[src/rtl/seq_muldiv_pkg.sv]
// Shared definitions for the sequential multiplier/divider.
// Provides the FSM state encoding, the OP select constants and the default
// operand width used by seq_muldiv and muldiv_step.
package seq_muldiv_pkg;

  localparam int DEF_WIDTH = 8;

  localparam logic OP_MUL = 1'b0;
  localparam logic OP_DIV = 1'b1;

  typedef enum logic [1:0] {
    IDLE = 2'd0,
    RUN  = 2'd1,
    FIN  = 2'd2
  } state_t;

endpackage

[src/rtl/seq_muldiv_step.sv]
// One iteration of the sequential multiply / restoring divide (pure combinational).
// Ports: acc_i   - 2*WIDTH accumulator ({hi, lo}); op_b_i - multiplicand or divisor;
//        op_i    - OP_MUL / OP_DIV;  acc_d_o - accumulator after this step.
module muldiv_step
  import seq_muldiv_pkg::*;
#(
  parameter int WIDTH = DEF_WIDTH
) (
  input  logic [2*WIDTH-1:0] acc_i,
  input  logic [WIDTH-1:0]   op_b_i,
  input  logic               op_i,
  output logic [2*WIDTH-1:0] acc_d_o
);

  // Multiply: lo holds the not-yet-consumed multiplier bits. Add the
  // multiplicand into hi when the current LSB is set, then shift the whole
  // {carry, hi, lo} right; the carry bit keeps the full product.
  logic [WIDTH:0]       mul_sum;
  logic [2*WIDTH-1:0]   mul_nxt;

  assign mul_sum = {1'b0, acc_i[2*WIDTH-1:WIDTH]}
                 + (acc_i[0] ? {1'b0, op_b_i} : {(WIDTH+1){1'b0}});
  assign mul_nxt = {mul_sum, acc_i[WIDTH-1:1]};

  // Divide: hi is the partial remainder, lo shifts the dividend out at the
  // top and the quotient bits in at the bottom. The shifted remainder needs
  // one extra bit before the trial subtraction.
  logic [WIDTH:0]       rem_sh;
  logic [WIDTH:0]       rem_diff;
  logic                 q_bit;
  logic [WIDTH-1:0]     rem_nxt;
  logic [2*WIDTH-1:0]   div_nxt;

  assign rem_sh   = {acc_i[2*WIDTH-1:WIDTH], acc_i[WIDTH-1]};
  assign rem_diff = rem_sh - {1'b0, op_b_i};
  assign q_bit    = (rem_sh >= {1'b0, op_b_i});
  // After a successful subtract the remainder is below the divisor, so it
  // always fits back into WIDTH bits.
  assign rem_nxt  = q_bit ? rem_diff[WIDTH-1:0] : rem_sh[WIDTH-1:0];
  assign div_nxt  = {rem_nxt, acc_i[WIDTH-2:0], q_bit};

  assign acc_d_o = (op_i == OP_DIV) ? div_nxt : mul_nxt;

endmodule

[src/rtl/seq_muldiv.sv]
// Sequential unsigned multiplier / restoring divider, one step per cycle.
// Ports: CLK/RST (async active-high); START, OP, X, A request an operation;
//        Y = product or {remainder, quotient}; BUSY while iterating; DONE pulse; DIVZ.
module seq_muldiv
  import seq_muldiv_pkg::*;
#(
  parameter int WIDTH = DEF_WIDTH
) (
  input  logic               CLK,
  input  logic               RST,
  input  logic               START,
  input  logic               OP,
  input  logic [WIDTH-1:0]   X,
  input  logic [WIDTH-1:0]   A,
  output logic [2*WIDTH-1:0] Y,
  output logic               BUSY,
  output logic               DONE,
  output logic               DIVZ
);

  localparam int               CW   = $clog2(WIDTH) + 1;
  localparam logic [CW-1:0]    LAST = CW'(WIDTH - 1);

  state_t               state_q;
  logic [CW-1:0]        cnt_q;
  logic [WIDTH-1:0]     x_q;
  logic [WIDTH-1:0]     a_q;
  logic                 op_q;
  logic [2*WIDTH-1:0]   acc_q;
  logic [2*WIDTH-1:0]   acc_d;
  logic [2*WIDTH-1:0]   y_q;
  logic                 busy_q;
  logic                 done_q;
  logic                 divz_q;
  logic [WIDTH-1:0]     step_b;

  // Multiply adds the multiplicand; divide subtracts the divisor.
  assign step_b = (op_q == OP_MUL) ? x_q : a_q;

  muldiv_step #(
    .WIDTH (WIDTH)
  ) u_step (
    .acc_i   (acc_q),
    .op_b_i  (step_b),
    .op_i    (op_q),
    .acc_d_o (acc_d)
  );

  always_ff @(posedge CLK or posedge RST) begin
    if (RST) begin
      state_q <= IDLE;
      cnt_q   <= '0;
      x_q     <= '0;
      a_q     <= '0;
      op_q    <= OP_MUL;
      acc_q   <= '0;
      y_q     <= '0;
      busy_q  <= 1'b0;
      done_q  <= 1'b0;
      divz_q  <= 1'b0;
    end else begin
      done_q <= 1'b0;
      case (state_q)
        IDLE, FIN: begin
          if (START) begin
            x_q    <= X;
            a_q    <= A;
            op_q   <= OP;
            cnt_q  <= '0;
            divz_q <= 1'b0;
            if (OP == OP_DIV && A == '0) begin
              // Zero divisor: no iterations, report immediately.
              state_q <= FIN;
              busy_q  <= 1'b0;
              done_q  <= 1'b1;
              divz_q  <= 1'b1;
              y_q     <= {X, {WIDTH{1'b1}}};
            end else begin
              state_q <= RUN;
              busy_q  <= 1'b1;
              // Multiply streams the multiplier through lo; divide streams
              // the dividend through lo. hi starts at zero for both.
              acc_q   <= (OP == OP_MUL) ? {{WIDTH{1'b0}}, A}
                                        : {{WIDTH{1'b0}}, X};
            end
          end else begin
            state_q <= IDLE;
            busy_q  <= 1'b0;
          end
        end
        RUN: begin
          acc_q <= acc_d;
          cnt_q <= cnt_q + 1'b1;
          if (cnt_q == LAST) begin
            state_q <= FIN;
            busy_q  <= 1'b0;
            done_q  <= 1'b1;
            y_q     <= acc_d;
          end
        end
        default: begin
          state_q <= IDLE;
          busy_q  <= 1'b0;
        end
      endcase
    end
  end

  assign Y    = y_q;
  assign BUSY = busy_q;
  assign DONE = done_q;
  assign DIVZ = divz_q;

endmodule
[config.mk]
export PLATFORM = sky130hd
export DESIGN_NAME = seq_muldiv
export DESIGN_NICKNAME = d
export VERILOG_FILES = /design/src/rtl/seq_muldiv_pkg.sv /design/src/rtl/seq_muldiv_step.sv /design/src/rtl/seq_muldiv.sv
export SDC_FILE = /design/constraint.sdc
export NUM_CORES = 1
export LEC_CHECK = 0
export BUFFER_PORTS_ARGS = -buffer_cell sky130_fd_sc_hd__buf_2
export CORE_UTILIZATION = 60
export CTS_CLUSTER_SIZE = 40
export DETAILED_ROUTE_END_ITERATION = 10
export MAX_ROUTING_LAYER = met4
export PLACE_DENSITY = 0.81
export SETUP_SLACK_MARGIN = 0.4
export SLEW_MARGIN = 20
export SYNTH_ARGS = -nofsm -noshare
export SYNTH_HDL_FRONTEND = slang
export SYNTH_SLANG_ARGS = --single-unit
[constraint.sdc]
create_clock -name CLK -period 8.88 [get_ports CLK]
set_input_delay 1.332 -clock CLK [delete_from_list [all_inputs] [get_ports CLK]]
set_output_delay 1.332 -clock CLK [all_outputs]
set_load 0.02 [all_outputs]
=== Word-level counts from Yosys, hierarchy flattened ===
Index checks and enable logic that the tools add are counted.

* Bits in registers: 58
* Input bits: 20
* Word-level logic and storage cells: 56

* $add $sub $neg: 3
* Order comparisons: 1
* Eq/ne operators: 7
* Multiplexer cells: 26
* Reductions and logical operators: 9

{| class="wikitable"
|+ Operator list
! cell !! count
|-
| two-way mux 16 bit || 6
|-
| case mux 16 bit (2 select lines) || 2
|-
| two-way mux 8 bit || 4
|-
| adder 8 x 8 -> 9 bit || 1
|-
| >= comparator 9 x 8 -> 1 bit || 1
|-
| zero test 8 bit || 1
|-
| inequality test 2 bit, second input constant || 4
|-
| case mux 4 bit (2 select lines) || 1
|-
| subtractor 8 bit || 1
|-
| two-way mux 1 bit || 6
|-
| two-way mux 2 bit || 3
|-
| adder 4 x 1 -> 4 bit, second input constant || 1
|-
| equality test 4 x 3 -> 1 bit, second input constant || 1
|-
| two-way mux 4 bit || 1
|-
| case mux 1 bit (2 select lines) || 2
|-
| case mux 2 bit (2 select lines) || 1
|-
| AND reduction 2 bit || 2
|-
| AND reduction 4 bit || 1
|-
| AND reduction 3 bit || 1
|-
| equality test 2 x 1 -> 1 bit, second input constant || 1
|-
| equality test 2 bit, second input constant || 1
|-
| zero test 2 bit || 1
|-
| nonzero test 2 bit || 1
|-
| OR reduction 2 bit || 1
|-
| logical AND 1 bit || 1
|}

=== Depth between registers and ports, before layout ===
Gate-level depths: netlist of the first run.

* Word-level depth: 6
* Depth in mapped cells: 12
* Mapped depth without buffers: 10

=== Modules after synthesis ===
From an unflattened synthesis of the first run, not the netlist that was laid out.

* Cell total of the unflattened synthesis: 381
* Area, all modules: 3616.0 sq um

{| class="wikitable"
|+ By module, submodules not included
! module !! times used !! cells an instance !! area each (sq um)
|-
| seq_muldiv || 1 || 246 || 2635.0
|-
| muldiv_step || 1 || 135 || 980.9
|}

=== Worst setup path before layout of the first run ===
Ideal clock, no wire load.

* Path kind: reg2reg
* Start point: register op_q
* End point: register y_q[13] (netlist: Y[13])
* Library setup time: 0.082 ns
* Arrival time: 2.963 ns
* Data required time: 8.798 ns
* Setup slack: 5.835 ns
* Cell stages (with the launch flop): 12
* Buffers on the path: 2
* Path through: dfrtp_1 -> clkbuf_1 -> buf_1 -> mux2i_1 -> nor2b_1 -> fa_1 -> a211oi_1 -> nor2_1 -> mux2i_1 -> a311oi_1 -> o311ai_0 -> a31oi_1

* Longest elaborated chain between the ends: 6

{| class="wikitable"
|+ RTL lines
! item !! RTL line !! text
|-
| start, declared || seq_muldiv.sv:28 || <nowiki>logic op_q;</nowiki>
|-
| start signal, assigned || seq_muldiv.sv:55 || <nowiki>op_q <= OP_MUL;</nowiki>
|-
| start signal, assigned || seq_muldiv.sv:68 || <nowiki>op_q <= OP;</nowiki>
|-
| two-way mux 8 bit || seq_muldiv.sv:38 || <nowiki>assign step_b = (op_q == OP_MUL) ? x_q : a_q;</nowiki>
|-
| two-way mux 8 bit, or another cell as far along || seq_muldiv_step.sv:22 || <nowiki>+ (acc_i[0] ? {1'b0, op_b_i} : {(WIDTH+1){1'b0}});</nowiki>
|-
| adder 8 x 8 -> 9 bit / two-way mux 8 bit (equally long branches) || seq_muldiv_step.sv:22, seq_muldiv_step.sv:39 ||
|-
| two-way mux 16 bit * || seq_muldiv_step.sv:42 || <nowiki>assign acc_d_o = (op_i == OP_DIV) ? div_nxt : mul_nxt;</nowiki>
|-
| two-way mux 16 bit * || seq_muldiv.sv:94 || <nowiki>if (cnt_q == LAST) begin</nowiki>
|-
| case mux 16 bit (2 select lines) * || seq_muldiv.sv:63 || <nowiki>case (state_q)</nowiki>
|-
| end signal, assigned || seq_muldiv.sv:77 || <nowiki>y_q <= {X, {WIDTH{1'b1}}};</nowiki>
|-
| end, declared || seq_muldiv.sv:31 || <nowiki>logic [2*WIDTH-1:0] y_q;</nowiki>
|}

Mark *: on every way between the ends. The rest lies on a longest branch, timed or not. The select of a mux whose other input is x is not followed.
A chain may end at the register's enable or synchronous reset.

=== Worst setup path in the final report of the first run ===
* Start point: register op_q
* End point: register acc_q[12]

* Longest elaborated chain between the ends: 5

{| class="wikitable"
|+ RTL lines
! item !! RTL line !! text
|-
| two-way mux 8 bit || seq_muldiv.sv:38 ||
|-
| two-way mux 8 bit, or another cell as far along || seq_muldiv_step.sv:22 ||
|-
| adder 8 x 8 -> 9 bit / two-way mux 8 bit (equally long branches) || seq_muldiv_step.sv:22, seq_muldiv_step.sv:39 ||
|-
| two-way mux 16 bit * || seq_muldiv_step.sv:42 ||
|-
| case mux 16 bit (2 select lines) * || seq_muldiv.sv:63 ||
|-
| end signal, assigned || seq_muldiv.sv:83 || <nowiki>acc_q <= (OP == OP_MUL) ? {{WIDTH{1'b0}}, A}</nowiki>
|-
| end, declared || seq_muldiv.sv:29 || <nowiki>logic [2*WIDTH-1:0] acc_q;</nowiki>
|}

Mark *: on every way between the ends. The rest lies on a longest branch, timed or not.

==> flow_metrics.py, run 1 <==
metrics = {
    "detailed_routing": {
        "wl_per_cell_um": 18.0,
        "drt_wl_total_um": 9140,
        "drt_iter0_drc": 246,
        "drt_first_pass_iters": 5,
        "vias_per_cell": 6.12,
        "dr_total_vias": 3105,
        "route.detailed.drc": 0,
        "drtAntennaViolNets": 0,
    },
    "worst_hold_path": {
        "hold_path_end": "a_q[0]",
        "hold_class": "reg -> reg",
        "hold_depth": 2,
        "hold_start": "a_q[0]",
    },
    "clock_network": {
        "h-tree-depth": 3,
        "post-cts-setup-buffers": 0,
        "clk_pin_slew_ns": 0.06,
        "cts-root-buf": "clkbuf_8",
        "clockBufferDepth": 2,
        "cts-resized-gates": 0,
        "cts_tree": "yes",
        "numCtsBuffers": 9,
        "insertion_delay_ns": 0.35,
        "cts_hold_buf": 0,
        "clock-sinks": 58,
    },
    "die": {
        "die_area_um2": 6200,
        "core_region_area_um2": 5610,
        "rows": 27,
        "initial_core_util_pct": 63.1,
        "dieHeight_um": 78.8,
        "die_w_um": 78.8,
        "io_pins": 39,
    },
    "logic_synthesis": {
        "ys_ff_latch": 58,
        "yosysSeqAreaShare_pct": 41.0,
        "synth_edf_count": 0,
        "syn_inst": 397,
        "synth_nets": 436,
        "synth_flop_cell": "dfrtp_1",
        "synth.avg_cell_area_um2": 8.91,
        "ys_async_sr_fraction_pct": 100,
        "synth_warnings": 0,
        "netlist-cell-type-count": 52,
        "synth.cell_area_um2": 3540,
    },
    "global_route": {
        "grt_pass1_wl_um": 15000,
        "antenna_found_initial": 0,
        "grt_remaining_overflow": 0,
        "met1_usage_pct": 45.7,
        "busiest_layer": "met2",
        "gr-usage-all-layers_pct": 33.5,
        "grt_use_met2_pct": 47.5,
        "use_met3_pct": 7.93,
        "grt_max_degree": 59,
        "grt_pass1_vias": 2968,
    },
    "cells_and_area": {
        "syn_to_final_growth_pct": 12.3,
        "fin_cells": 507,
        "nets": 469,
        "diodes": 0,
        "final_cell_area_um2": 3970,
        "drive_gt1_share_pct": 15.6,
    },
    "timing": {
        "max_slew.worst_pin.slew_ns": 0.948,
        "whs_ns": 0.470,
        "finalClockSkew_ns": 0.0112,
        "setup_ws_ns": 5.27,
        "clock.fmax_ghz": 0.277,
        "setup_viol": 0,
        "slew_violations": 0,
        "slew_headroom_pct": 36.8,
        "rsz0062_at_grt": "false",
        "hold_violations": 0,
        "post-route-period-util_pct": 40.7,
        "finalSetupTns_ns": 0,
        "min_period_ns": 3.61,
    },
    "placement": {
        "place_ws_ns": 5.33,
        "dp_cells": 491,
        "placed_cell_area_um2": 3770,
        "portBuffers": 38,
        "gp_congestion": 0.912,
        "dp_hpwl_um": 6540,
    },
    "critical_path": {
        "cp_max_fo": 20,
        "critPathKind": "reg -> reg",
        "rr_worst_depth": 9,
        "rr_endpoint": "acc_q[12]",
        "arrival_ns": 3.83,
        "cp-end-kind": "flop",
        "crit_slowest_cell": "dfrtp_1",
        "cpMostUsedCell": "mux2i_1",
        "slowest_delay_ns": 0.60,
        "crit_path_start_kind": "flop",
        "path_cells": "buf_4, mux2i_1, ha_1, and3_1, a221o_1, a41oi_2, mux2_2, mux2i_1, o22ai_1",
        "r2r_start": "op_q",
        "worstPathRequired_ns": 9.09,
        "rrSetupSlack_ns": 5.27,
    },
    "pwr": {
        "ir_worst_vdd_mv": 0.233,
        "p_leak_nw": 1.94,
        "p_per_area_nw_per_um2": 472,
    },
    "status": {
        "status": "finished, final reports clean",
    },
    "job": {
        "cap_violations": 0,
    },
}
==> sequential cells by signal, summed over array words and instances, names as in the netlist <==
register  count
op_q          1
a_q           8
acc_q        16
DONE          1
x_q           8
DIVZ          1
BUSY          1
state_q       2
cnt_q         4
Y            16
==> cells in the final DEF, fill, tap and decap left out, types with 3 or more instances in the layout <==
cell type   n
mux2i_1    29
o211ai_1   11
ha_1       17
clkbuf_8   11
o22a_1      3
and2_1      4
dfrtp_1    58
a21oi_1    11
nor2_1     37
xor2_1      4
nor3_1      3
a21o_1     11
buf_2      38
a211oi_1    6
or4_1       3
nand2b_1    4
nand2_1    84
mux2_2      3
o21ai_0    20
inv_1       6
buf_4       6
nor2b_1    11
a31oi_1    11
==> stage by stage <==
stage                     power, W  utilization (%)
after global placement     0.00158             67.2
after global routing       0.00201             70.8
final                      0.00188             70.8
after detailed placement   0.00160             67.2
after CTS                  0.00186             70.8
after floorplan            0.00133                -
==> worst max-delay path by stage <==
stage	from	endpoint	slack (ns)	depth (start not counted)
detailed placement	op_q	acc_q[12]	5.33	9
finish	op_q	acc_q[12]	5.27	9
CTS	op_q	acc_q[12]	5.29	9
floorplan	op_q	Y[13]	5.83	11
global route	op_q	Y[13]	5.07	11
global placement	op_q	acc_q[12]	5.47	9
==> worst max-delay path, delay by kind of cell, from the launching register on <==
family / cells / cell delay, ns
adder cells (fa/ha/maj): 1 / 0.32
AND/OR/NAND/NOR: 1 / 0.23
flip-flops: 1 / 0.60
AO/OA/AOI/OAI: 3 / 1.06
buffers and inverters: 1 / 0.37
multiplexers: 3 / 0.91
==> area by class of cell <==
cell class | instances | area (µm²)
Clock buffer | 12 | 155
Clock inverter | 4 | 50.0
Fill cell | 459 | 1640
Inverter | 8 | 30.0
Multi-Input combinational cell | 309 | 1960
Sequential cell | 58 | 1450
Tap cell | 72 | 90.1
Timing Repair Buffer | 44 | 235
==> kinds of logic after synthesis <==
group,Yosys count,synth area share (%)
fa+ha+maj,19,7.15
buf+inv,30,3.54
flops,58,41.0
simple gates,159,19.7
compound gates,93,17.9
xor+xnor,6,1.49
mux,32,9.16
==> where the power goes <==
part | switching, W | internal (W)
Clock | 0.000110 | 0.000144
Sequential | 0.000108 | 0.000392
Combinational | 0.000661 | 0.000460
==> metal layers <==
metal / vias to the layer above / wire length, µm / share of wire [%]
met5: - / 0 / 0
met3: 17 / 771 / 8.4
met4: 0 / 184 / 2.0
met2: 134 / 4020 / 44
li1: 1476 / - / -
met1: 1478 / 4160 / 46
==> cell usage after synthesis (4+ instances only) <==
cell	n	area, µm²
nor2b_1	11	68.8
nor2_1	37	139
a21oi_1	11	55.1
dfrtp_1	58	1450
buf_1	5	18.8
o21ai_0	20	100
nand2_1	84	315
a31oi_1	11	68.8
ha_1	17	213
mux2i_1	29	290
nand2b_1	4	25.0
clkbuf_1	12	45.0
a211oi_1	6	45.0
o211ai_1	11	82.6
inv_1	7	26.3
buf_2	4	20.0
and2_1	4	25.0
xor2_1	4	35.0
a21o_1	11	82.6
No activity file was read; power rests on OpenSTA's default activity.
==> run 2: changes to the inputs <==
--- a/config.mk
+++ b/config.mk
@@ -5,12 +5,13 @@
 export SDC_FILE = /design/constraint.sdc
 export NUM_CORES = 1
 export LEC_CHECK = 0
+export ABC_AREA = 1
 export BUFFER_PORTS_ARGS = -buffer_cell sky130_fd_sc_hd__buf_2
-export CORE_UTILIZATION = 60
+export CORE_UTILIZATION = 53
 export CTS_CLUSTER_SIZE = 40
 export DETAILED_ROUTE_END_ITERATION = 10
 export MAX_ROUTING_LAYER = met4
-export PLACE_DENSITY = 0.81
+export PLACE_DENSITY = 0.76
 export SETUP_SLACK_MARGIN = 0.4
 export SLEW_MARGIN = 20
 export SYNTH_ARGS = -nofsm -noshare
==> constraint.sdc (replaced) <==
create_clock -name CLK -period 3.15 [get_ports CLK]
set_input_delay 0.4725 -clock CLK [delete_from_list [all_inputs] [get_ports CLK]]
set_output_delay 0.4725 -clock CLK [all_outputs]
set_load 0.02 [all_outputs]
==> run 2 against run 1 <==
  * Synthesized cell count increased by 23%
  * Flip-flop and latch count is the same
  * Die area increased by 17%
  * Sequential share of layout area fell by 1.5 points
  * Design area rose by 4.5%
  * Global-route usage decreased by 3.7 points
  * Core utilization fell by 6.9 points
  * Count of clock-buffer cells in the layout unchanged
  * Highest routed layer unchanged
==> flow_metrics.py, run 2 <==
metrics = {
    "critical_path": {
        "rrSetupSlack_ns": 0.60,
        "rr_worst_depth": 15,
        "critical_path.top_delay_family": "adder cells",
        "rr_endpoint": "acc_q[11]",
        "cp-end-kind": "flop",
        "cp_max_fo": 16,
        "slowest_delay_ns": 0.42,
        "crit_path_start_kind": "flop",
        "worstPathRequired_ns": 3.38,
        "crit_slowest_cell": "dfrtp_2",
        "crit_buf_inv": 3,
        "cpMostUsedCell": "nand2_1",
        "r2r_start": "op_q",
        "path_cells": "buf_4, inv_1, nand2_1, a21oi_1, ha_1, fa_1, nand2_1, nand2_1, nand2_1, nand2_1, xor2_1, o21ai_0, inv_1, nand2_1, o21ai_0",
        "arrival_ns": 2.78,
        "critPathKind": "reg -> reg",
    },
    "logic_synthesis": {
        "syn_inst": 490,
        "synthTopCellsByCount": "167 x nand2_1, 58 x dfrtp_1, 42 x inv_1",
        "synth_area_leaders": "dfrtp_1 40%, nand2_1 17%, ha_1 5.8%",
        "yosysTopAreaCell": "dfrtp_1",
        "ys_async_sr_fraction_pct": 100,
        "yosysMostFrequentCell": "nand2_1",
        "ys_ff_latch": 58,
        "synth_top_cell_area_share_pct": 39.6,
        "synth_nets": 529,
        "netlist-cell-type-count": 38,
        "synth_edf_count": 0,
        "synth.avg_cell_area_um2": 7.48,
        "synth_warnings": 0,
        "yosysSeqAreaShare_pct": 39.6,
        "synth.cell_area_um2": 3670,
        "synth_flop_cell": "dfrtp_1",
    },
    "clock_network": {
        "clock-sinks": 58,
        "cts_tree": "yes",
        "cts_hold_buf": 0,
        "clk_pin_slew_ns": 0.07,
        "cts-root-buf": "clkbuf_8",
        "numCtsBuffers": 9,
        "insertion_delay_ns": 0.34,
        "clockBufferDepth": 2,
        "h-tree-depth": 3,
    },
    "status": {
        "status": "finished, final reports clean",
    },
    "timing": {
        "finalClockSkew_ns": 0.00717,
        "hold_violations": 0,
        "max_slew.worst_pin.slew_ns": 0.720,
        "slew_headroom_pct": 52.0,
        "finalSetupTns_ns": 0,
        "post-route-period-util_pct": 81.0,
        "slew_violations": 0,
        "min_period_ns": 2.55,
        "rsz0062_at_grt": "true",
        "setup_viol": 0,
        "clock.fmax_ghz": 0.392,
    },
    "detailed_routing": {
        "drt_first_pass_iters": 5,
        "drt_iter0_drc": 296,
        "dr_total_vias": 3449,
        "drtAntennaViolNets": 0,
        "route.detailed.drc": 0,
        "vias_per_cell": 5.63,
        "drt_wl_total_um": 9620,
        "wl_per_cell_um": 15.7,
    },
    "die": {
        "initial_core_util_pct": 56.4,
        "die_area_um2": 7250,
        "dieHeight_um": 85.2,
        "io_pins": 39,
        "die_w_um": 85.2,
        "rows": 29,
        "core_region_area_um2": 6490,
    },
    "cells_and_area": {
        "drive_gt1_share_pct": 18.5,
        "mostFrequentLayoutCells": "167 x nand2_1, 57 x dfrtp_1, 41 x inv_1, 38 x buf_2, 35 x nor2_1",
        "layout_commonest_cell": "nand2_1",
        "syn_to_final_growth_pct": 13.2,
        "fillCellCount": 559,
        "diodes": 0,
        "nets": 570,
    },
    "global_route": {
        "grt_remaining_overflow": 0,
        "gr-usage-all-layers_pct": 29.7,
        "grt_pass1_vias": 3224,
        "grt_pass1_wl_um": 15800,
        "antenna_found_initial": 0,
        "grt_max_degree": 59,
    },
    "worst_hold_path": {
        "hold_class": "in -> async",
    },
    "placement": {
        "dp_hpwl_um": 7170,
        "portBuffers": 38,
        "gp_congestion": 0.936,
    },
    "job": {
        "cap_violations": 0,
    },
}
[run 2: routing by layer]
metal / track usage (%) / vias up / wire length (µm)
li1: - / 1668 / -
met1: 40.2 / 1602 / 4370
met2: 44.9 / 151 / 4320
met3: 4.77 / 28 / 673
met4: 12.0 / 0 / 257
met5: - / - / 0
[run 2: worst max-delay path by stage]
stage,end,slack (ns),from,cells past startpoint
finish,acc_q[11],0.60,op_q,15
CTS,acc_q[11],0.46,op_q,15
global route,acc_q[11],0.39,op_q,15
floorplan,acc_q[11],0.81,op_q,14
detailed placement,acc_q[11],0.30,op_q,15
global placement,acc_q[11],0.33,op_q,15
[run 2: kinds of logic (layout without fill, tap and decap cells)]
kind of cell / Yosys count / count (layout) / synth area share, %
xor gates and xnor gates: 7 / 7 / 1.67
AOI/OAI and AO/OA: 77 / 77 / 12.2
adders and majority gates: 19 / 19 / 6.89
muxes: 7 / 7 / 1.91
and+or+nand+nor: 257 / 257 / 30.2
DFF: 58 / 58 / 39.6
buffers and inverters: 65 / 111 / 7.47
[run 2: cell type report]
class	count	area, µm²	share of cell area (%)
Clock buffer	12	155	3.74
Clock inverter	4	50.0	1.21
Inverter	49	184	4.43
Multi-Input combinational cell	367	1950	47.0
Sequential cell	58	1450	35.0
Tap cell	77	96.3	2.32
Timing Repair Buffer	46	263	6.33
[run 2: tightest hold or removal path, stage by stage]
cell   delay [ns]
buf_2        0.10
inv_2        0.03
buf_4        0.56
[run 2: metrics by stage]
| stage | cells | cell area, µm² | setup slack [ns] | utilization (%) | hold WS [ns] |
|---|---|---|---|---|---|
| floorplan | 490 | 3670 | 0.807 | - | 0.448 |
| global placement | 594 | 3900 | 0.332 | 60.0 | 0.450 |
| detailed placement | 594 | 3900 | 0.305 | 60.0 | 0.453 |
| CTS | 610 | 4110 | 0.458 | 63.2 | 0.340 |
| global route | 613 | 4150 | 0.387 | 63.9 | 0.377 |
| finish | 613 | 4150 | 0.599 | 63.9 | 0.321 |
[run 2: what timing repair did]
item,in CTS,in global routing
buffers inserted,0,3
setup endpoints to repair,15,13
pin swaps,0,0
gates resized for setup,1,1
Power of run 2 is not shown: default switching activity piles up to over one toggle a cycle in this logic, so the estimate is an artifact.
==> run 3: changes to the inputs <==
==> constraint.sdc (replaced) <==
create_clock -name CLK -period 2.1 [get_ports CLK]
set_input_delay 0.315 -clock CLK [delete_from_list [all_inputs] [get_ports CLK]]
set_output_delay 0.315 -clock CLK [all_outputs]
set_load 0.02 [all_outputs]
==> run 3 against run 2 <==
  * The flow now finishes with violations (negative setup slack)
  * Die area did not move
  * Final cell count rose by 6.7%
  * Non-clock buffer count rose by 41
  * Register-to-register slack got worse by 0.88 ns
  * First-iteration DRC count rose by 69%
  * Sequential share of layout area fell by 5.8 points
  * Critical path depth fell by 1
  * Via count rose by 11%
  * Design area rose by 20%
  * Worst hold slack got worse by 0.31 ns
  * Critical path type unchanged
  * Critical endpoint is now Y[8]
==> flow_metrics.py, run 3 (synthesis results as in run 2) <==
metrics = {
    "clock_network": {
        "clockBufferDepth": 2,
        "cts_tree": "yes",
        "cts-root-buf": "clkbuf_8",
        "numCtsBuffers": 9,
        "clk_pin_slew_ns": 0.07,
        "insertion_delay_ns": 0.34,
        "h-tree-depth": 3,
        "cts_hold_buf": 0,
        "clock-sinks": 58,
    },
    "critical_path": {
        "arrival_ns": 2.65,
        "crit_path_start_kind": "flop",
        "cp-end-kind": "flop",
        "r2r_start": "op_q",
        "cp_max_fo": 6,
        "critPathKind": "reg -> reg",
        "rr_endpoint": "Y[8]",
        "worstPathRequired_ns": 2.37,
        "rr_worst_depth": 14,
        "rrSetupSlack_ns": -0.28,
    },
    "detailed_routing": {
        "drt_wl_total_um": 11400,
        "vias_per_cell": 5.84,
        "wl_per_cell_um": 17.5,
        "dr_total_vias": 3820,
        "drt_first_pass_iters": 5,
        "route.detailed.drc": 0,
        "drt_iter0_drc": 501,
        "drtAntennaViolNets": 0,
    },
    "global_route": {
        "grt_pass1_vias": 3488,
        "antenna_found_initial": 0,
        "grt_max_degree": 37,
        "gr-usage-all-layers_pct": 31.8,
        "grt_pass1_wl_um": 16900,
        "grt_remaining_overflow": 0,
    },
    "cells_and_area": {
        "nets": 611,
        "regArea_um2": 1450,
        "syn_to_final_growth_pct": 35.5,
        "fillCellCount": 441,
        "diodes": 0,
        "mostFrequentLayoutCells": "137 x nand2_1, 57 x dfrtp_1, 38 x buf_2, 37 x inv_1, 37 x buf_4",
        "layout_commonest_cell": "nand2_1",
        "drive_gt1_share_pct": 38.1,
        "postLayoutCoreUtil_pct": 76.5,
        "multiInputGateArea_um2": 2370,
    },
    "die": {
        "rows": 29,
        "io_pins": 39,
        "initial_core_util_pct": 56.4,
        "die_w_um": 85.2,
        "core_region_area_um2": 6490,
        "die_area_um2": 7250,
        "dieHeight_um": 85.2,
    },
    "timing": {
        "min_period_ns": 2.38,
        "finalClockSkew_ns": 0.00770,
        "slew_headroom_pct": 65.0,
        "post-route-period-util_pct": 113,
        "setup_viol": 18,
        "finalSetupTns_ns": -3.52,
        "setup_ws_ns": -0.279,
        "max_slew.worst_pin.slew_ns": 0.524,
        "clock.fmax_ghz": 0.420,
        "rsz0062_at_grt": "true",
        "hold_violations": 0,
        "slew_violations": 0,
    },
    "placement": {
        "portBuffers": 38,
        "place_ws_ns": -0.324,
        "dp_hpwl_um": 7550,
        "gp_congestion": 0.919,
    },
    "job": {
        "cap_violations": 0,
    },
    "status": {
        "violations": "negative setup slack",
        "status": "finished, violations left",
    },
    "worst_hold_path": {
        "hold_class": "in -> async",
    },
}
==> run 3: cell types whose count changed in the layout (fill, tap and decap cells not counted), moves of 6 or more <==
| cell | before | now |
|---|---|---|
| nor2_1 | 35 | 28 |
| nand3_1 | 27 | 18 |
| ha_4 | 0 | 9 |
| nand3_2 | 4 | 12 |
| nand2_1 | 167 | 137 |
| buf_4 | 7 | 37 |
| o21ai_0 | 33 | 27 |
| ha_1 | 17 | 7 |
| nand2_2 | 7 | 32 |
==> run 3: metal layers <==
| metal | wire length [µm] | vias to the layer above | track usage [%] |
|---|---|---|---|
| li1 | - | 1749 | - |
| met1 | 4580 | 1800 | 40.3 |
| met2 | 5390 | 215 | 49.8 |
| met3 | 1010 | 56 | 6.42 |
| met4 | 459 | 0 | 13.6 |
| met5 | 0 | - | - |
==> run 3: layout make-up <==
class                   instances  area share, %
flip-flops and latches         58           29.2
multi-input cells             367           47.8
clock buffers                  10           2.77
repair buffers                 87           13.6
inverters                      49           3.85
well taps                      77           1.94
clock inverters                 6          0.831
==> run 3: repair_timing <==
action	CTS	global route
endpoints found under the setup margin	20	20
setup buffers	9	6
pin swaps	19	48
resized for setup	36	64
cloned	1	1
==> run 3: worst max-delay path, cell delays in order, from the launching register on <==
cell	delay (ns)
dfrtp_2	0.46
buf_12	0.17
mux2i_2	0.14
buf_4	0.16
ha_4	0.28
nand2_1	0.11
nor2_1	0.19
nand3_1	0.13
nand2_1	0.13
nor2_4	0.06
nand3_2	0.10
nand3_2	0.09
nand2_2	0.08
nand2_2	0.07
a21oi_2	0.13
==> run 3: worst max path at each step <==
stage,start,endpoint,slack [ns],cells past startpoint
6_report,op_q,Y[8],-0.28,14
3_3_place_gp,op_q,acc_q[15],-0.29,16
4_1_cts,op_q,acc_q[11],-0.16,15
2_1_floorplan,op_q,acc_q[10],-0.04,15
3_5_place_dp,op_q,Y[15],-0.32,16
5_1_grt,op_q,Y[15],-0.38,15
==> run 3: stage by stage <==
step	area (µm²)	hold WS (ns)	std cells
after global placement	4190	0.376	621
after floorplan	3740	0.408	490
after global routing	4970	0.0443	654
after CTS	4650	0.0122	647
after detailed placement	4190	0.379	621
final	4970	0.00716	654
Power of run 3 is left out for the same reason.
